[src/rtl/write_back_block.sv]
// Write-back stage: registers the DM-stage result, commits it to a 32x8 register file
// one edge later, and serves two combinational read ports. WB_BYPASS_EN forwards the pending write.
module write_back_block #(
  parameter int DATA_W = 8,
  parameter int ADDR_W = 5,
  parameter int NREG   = 32,
  parameter int CNT_W  = 16
) (
  input  logic              clk4,
  input  logic              rst,
  input  logic [DATA_W-1:0] mux_ans_dm,
  input  logic [ADDR_W-1:0] RW_dm,
  input  logic              wb_en_dm,
  input  logic [ADDR_W-1:0] RA_id,
  input  logic [ADDR_W-1:0] RB_id,
  output logic [DATA_W-1:0] A_id,
  output logic [DATA_W-1:0] B_id,
  output logic [DATA_W-1:0] ans_wb,
  output logic [ADDR_W-1:0] RW_wb,
  output logic              wb_en_wb,
  output logic [CNT_W-1:0]  retire_cnt
);

  logic [DATA_W-1:0] regs_q [NREG];
  logic              commit;

  assign commit = wb_en_wb && (RW_wb != '0);

  // A pending write still sitting in the stage register is dropped on reset.
  always_ff @(posedge clk4) begin
    if (rst) begin
      ans_wb     <= '0;
      RW_wb      <= '0;
      wb_en_wb   <= 1'b0;
      retire_cnt <= '0;
      for (int i = 0; i < NREG; i++) begin
        regs_q[i] <= '0;
      end
    end else begin
      ans_wb   <= mux_ans_dm;
      RW_wb    <= RW_dm;
      wb_en_wb <= wb_en_dm;
      if (commit) begin
        regs_q[RW_wb] <= ans_wb;
        if (retire_cnt != '1) begin
          retire_cnt <= retire_cnt + CNT_W'(1);
        end
      end
    end
  end

  always_comb begin
    A_id = regs_q[RA_id];
    B_id = regs_q[RB_id];
`ifdef WB_BYPASS_EN
    if (commit && (RA_id == RW_wb)) A_id = ans_wb;
    if (commit && (RB_id == RW_wb)) B_id = ans_wb;
`endif
    // R0 is hardwired to zero, overriding any bypass.
    if (RA_id == '0) A_id = '0;
    if (RB_id == '0) B_id = '0;
  end

endmodule

[config.mk]
export PLATFORM = sky130hd
export DESIGN_NAME = write_back_block
export DESIGN_NICKNAME = d
export VERILOG_FILES = /design/src/rtl/write_back_block.sv
export SDC_FILE = /design/constraint.sdc
export NUM_CORES = 1
export LEC_CHECK = 0
export BUFFER_PORTS_ARGS = -buffer_cell sky130_fd_sc_hd__buf_2
export CAP_MARGIN = 5
export CORE_MARGIN = 2
export CORE_UTILIZATION = 50
export DETAILED_ROUTE_END_ITERATION = 8
export PLACE_DENSITY = 0.66
export SLEW_MARGIN = 20
export SYNTH_ARGS = -nofsm -noshare
export SYNTH_HDL_FRONTEND = slang
export SYNTH_SLANG_ARGS = --single-unit
[constraint.sdc]
create_clock -name clk4 -period 2.3 [get_ports clk4]
set_input_delay 0.23 -clock clk4 [delete_from_list [all_inputs] [get_ports clk4]]
set_output_delay 0.23 -clock clk4 [all_outputs]
set_load 0.01 [all_outputs]
### After elaboration in Yosys (flattened, before gate mapping)

Memories as Yosys holds them, arrays and structs flattened.
Cells that the tools add are included.

| word-level totals | value |
|---|---|
| memories kept | 1 |
| output and inout port bits | 46 |
| register bits | 30 |
| memory bits (writable) | 256 |

Memories:

| memory | words | width | rd ports | clocked after Yosys merged registers in | write ports | line | RTL |
|---|---|---|---|---|---|---|---|
| regs_q | 32 | 8 | 2 | 0 | 32 | 24 | `logic [DATA_W-1:0] regs_q [NREG];` |

| cells by class | value |
|---|---|
| add/sub/neg operators | 1 |
| multiplexer cells | 10 |
| equal/unequal tests | 1 |
| reduce and logical (&&, ||, !) cells | 6 |

Operator list:

| kind | count |
|---|---|
| two-way mux 8 bit | 3 |
| adder 16 x 1 -> 16 bit (second input constant) | 1 |
| inequality test 16 bit (second input constant) | 1 |
| zero test 5 bit | 2 |
| OR reduction 8 bit | 1 |
| two-way mux 1 bit | 6 |
| two-way mux 5 bit | 1 |
| nonzero test 5 bit | 1 |
| AND reduction 2 bit | 1 |
| logical AND 1 bit | 1 |

### Longest topological paths before layout

| depth | value |
|---|---|
| word-level depth | 7 |
| gate-level depth with buffers | 9 |

### Worst setup path after synthesis

No wires, ideal clock.

| path | value |
|---|---|
| kind | in2out |
| start | input port RA_id[0] |
| end | output port A_id[3] |
| arrival | 1.753 ns |
| stages | 7 |
| data required time | 2.070 ns |
| path slack | 0.317 ns |
| cell sequence | buf_6 > buf_12 > clkbuf_1 > inv_1 > buf_2 > a211oi_1 > a2111oi_0 |

| on the way | value |
|---|---|
| longest elaborated chain between the ends | 2 |
| elaborated cells between the ends (all ways) | 3 |

RTL lines:

| what | line | RTL |
|---|---|---|
| start, declared | 14 | `input logic [ADDR_W-1:0] RA_id,` |
| memory read (32 x 8 bit) or zero test 5 bit (tied branches) | -- |  |
| two-way mux 8 bit (*) | 60 | `if (RA_id == '0) A_id = '0;` |
| end, declared | 16 | `output logic [DATA_W-1:0] A_id,` |

Every way passes the cells marked *; elsewhere a longest branch is shown, timed or not.

==> reports/qor.log <==
[outcome] result of the run complete, but fails checks
[outcome] violations in the final reports setup timing
[sta] post-route worst hold slack 0.339 ns
[placed_design] total of buffers placed on input and output ports 71
[grt] total gr overflow 0
[floorplanning] Initial Utilization 0.506
[placed_design] area of placed instances 16800 µm²
[pwr] design internal power 9.23 mW
[yosys] flops & latches, synth 286
[pwr] Clock Power Share 0.400
[finish] non-filler instance count after layout 1666
[detailed_routing] vias per cell 6.05
[critical_path] startpoint type of the worst setup path register
[sta] number of pins with negative max-slew slack in the final report 0
[yosys] Synthesis Warnings 0
[yosys] Post-Synthesis Cell Area 15400 µm²
[yosys] fraction of registers with async set or reset after synthesis 0
[grt] maximum number of pins on one net before global-route repair 70
[grt] fraction of met2 tracks used by global routing 0.425
[pwr] Power per Cell Area 665 nW/µm²
[placed_design] dpl ws -0.336 ns
[yosys] top-area cell type share of the netlist area 0.498
[floorplanning] number of I/O pins 72
[yosys] register area share after synthesis 0.537
[placed_design] dpl cells 1601
[critical_path] worst endpoint data arrival time 2.44 ns
[detailed_routing] via count of the routed design 10.1k
[sta] minimum clock period 2.67 ns
[cts] H-tree lvl count 1
[sta] final hold violation count 0
[pwr] Logic pwr share 0.111
[worst_hold_path] Hold WC Path Type in -> reg
[yosys] commonest cells in the synthesized netlist and2_1 (260), edfxtp_1 (256), mux4_2 (93)
[detailed_routing] post-route antenna net violation count 0
[sta] upper clock frequency limit 0.375 GHz
[critical_path] kind of capture point of the worst setup path output port
[grt] aggregate global-route resource usage 0.258
[cts] Worst-Skew Late Latency 0.57 ns
[finish] Design Area, Final 18100 µm²
[floorplanning] die outline height 180 µm
[yosys] post-synth cell types 52
[critical_path] Critical Setup Path Class reg -> out
[yosys] number of cells produced by synthesis 1094
[finish] Final nets 1273
[grt] number of antenna violations at the first check in global routing 1
[sta] worst max-slew margin expressed relative to the limit 0.480
[finish] fraction of final layout cells sized beyond drive strength 1 0.337
[detailed_routing] initial drt markers 912
[pwr] Net Sw Power 2.85 mW
[finish] Syn-to-layout area delta 17.5%
[sta] final setup margin -0.368 ns
[critical_path] CP required 2.07 ns
[yosys] top cells by area, synth edfxtp_1 (50%), mux4_2 (14%), and2_1 (11%), dfxtp_1 (3.9%), mux2i_1 (3.3%)
[yosys] syn_area_per_cell 14.1 µm²
[job] Max-Cap Viols 0
[sta] Total Neg Setup Slack -3.51 ns
[pwr] Pleak 7.02 nW
[pwr] maximum ir drop on the vdd rail 0.000486 V
[cts] clock slew at reported path FFs 0.06 ns
[grt] global-route wire length before repair 62500 µm
[pwr] net switching fraction of the power 0.236
[detailed_routing] detailed-routing iteration count for the pre-antenna-repair pass 7
[yosys] most frequent cell after synthesis and2_1
[cts] clock tree from TritonCTS yes
[grt] Global Route met1 Usage 0.340
[floorplanning] number of rows in the core area 64
[cts] number of buffers inserted during clock tree synthesis 30
[floorplanning] die width 180 µm
[finish] antenna fix cells 0
[floorplanning] Core Box Area 30500 µm²
[yosys] number of synthesized flops with an enable pin 256
[sta] setup-violating endpoint count in the final report 16
[cts] clock tree sinks 286
[detailed_routing] Routed WL per cell 25.2 µm
[pwr] sequential share of power 0.489
[floorplanning] floorplan die area 32300 µm²
[grt] vias in the first global route 10.2k
[pwr] total power consumption of the routed design 12.1 mW
[placed_design] detailed placement HPWL 29800 µm
[detailed_routing] Post-Route WL 41900 µm
[placed_design] GPL Wtd Cong 0.944
[sta] worst clock skew on the final layout 0.00918 ns
[sta] slew of the pin with the lowest slew margin 0.778 ns
[sta] RSZ-0062 raised after global routing yes
[detailed_routing] drt drc 0
[sta] Tcrit/Tclk final 1.16
[cts] maximum count of clock buffers along a single path 3
[grt] met3 capacity usage during global routing 0.0529
[critical_path] peak fanout along the critical path 2
[yosys] largest area contributor in the netlist edfxtp_1
[yosys] top_reg_cell synth edfxtp_1
[cts] library cell used as clock root buffer clkbuf_16
[finish] Layout Utilization 0.595
[grt] highest-utilization routing layer at the global route stage met2
## worst max-delay path, cell delays in order (launching register included)
cell and delay (ns):
edfxtp_1 0.41, mux4_2 0.48, mux2_4 0.31, a221oi_4 0.30, buf_6 0.16, a2111oi_4 0.04
buf_2 0.17
## per-layer routing
metal  part of all wire  wire [µm]
met5                  0          0
met2               0.49      20500
met3              0.085       3570
met4              0.033       1380
met1               0.39      16500
## power by group through the flow
stage / clock network [mW] / logic [mW] / registers [mW]
floorplan: 0 / 0.785 / 5.95
global placement: 0 / 1.21 / 6.00
detailed placement: 0 / 1.22 / 6.00
global route: 5.08 / 1.41 / 5.91
CTS: 4.89 / 1.29 / 5.90
finish: 4.83 / 1.34 / 5.90
## cell type report
type / instances / area [µm²]
Multi-Input combinational cell: 721 / 6910
Clock inverter: 14 / 153
Fill cell: 2377 / 12400
Tap cell: 396 / 495
Inverter: 7 / 26.3
Clock buffer: 42 / 826
Timing Repair Buffer: 200 / 1450
Sequential cell: 286 / 8290
## state kept, by name, summed over array words and instances, names as in the netlist
register,flops
ans_wb,8
wb_en_wb,1
RW_wb,5
retire_cnt,16
regs_q,256
## logic make-up (layout without fill, tap and decap cells)
kind of cell,count (synthesis),after routing,share of synthesized area
compound gates,88,88,0.0413
buf+inv,94,263,0.0367
other cells,1,8,0.000243
mux,180,180,0.213
flops,286,286,0.537
fa+ha+maj,1,1,0.000810
simple gates,430,430,0.163
xor+xnor,14,14,0.00794
## cell usage in the layout, fill, tap and decap left out, types with 10 or more instances in the layout
master,instances
mux4_2,102
mux2i_1,49
and2_1,252
buf_4,107
dlygate4sd3_1,14
edfxtp_1,256
xnor2_1,10
a221oi_1,11
nor3_1,11
nor2b_1,17
clkbuf_16,30
nand2_1,22
or2_2,34
mux2_2,11
buf_2,68
o21ai_0,10
dfxtp_1,30
nor2_1,43
mux4_1,10
## path summary, 6_finish.rpt
path	slack [ns]	endpoint	startpoint	depth (start not counted)
worst max-delay path	-0.37	A_id[5]	regs_q[26][5]	6
worst min-delay path	0.34	retire_cnt[1]	rst	3
worst max register to register	0.08	regs_q[21][3]	wb_en_wb	7
worst min register to register	0.54	retire_cnt[4]	retire_cnt[4]	1
## timing repair
item | in CTS | in global routing
endpoints found under the setup margin | 68 | 19
gates resized for setup | 49 | 33
hold buffers | 14 | 0
endpoints found under the hold margin | 14 | 0
gates cloned | 0 | 0
pin swaps | 28 | 18
buffers inserted | 1 | 0
Power figures use the tool's default switching activity.
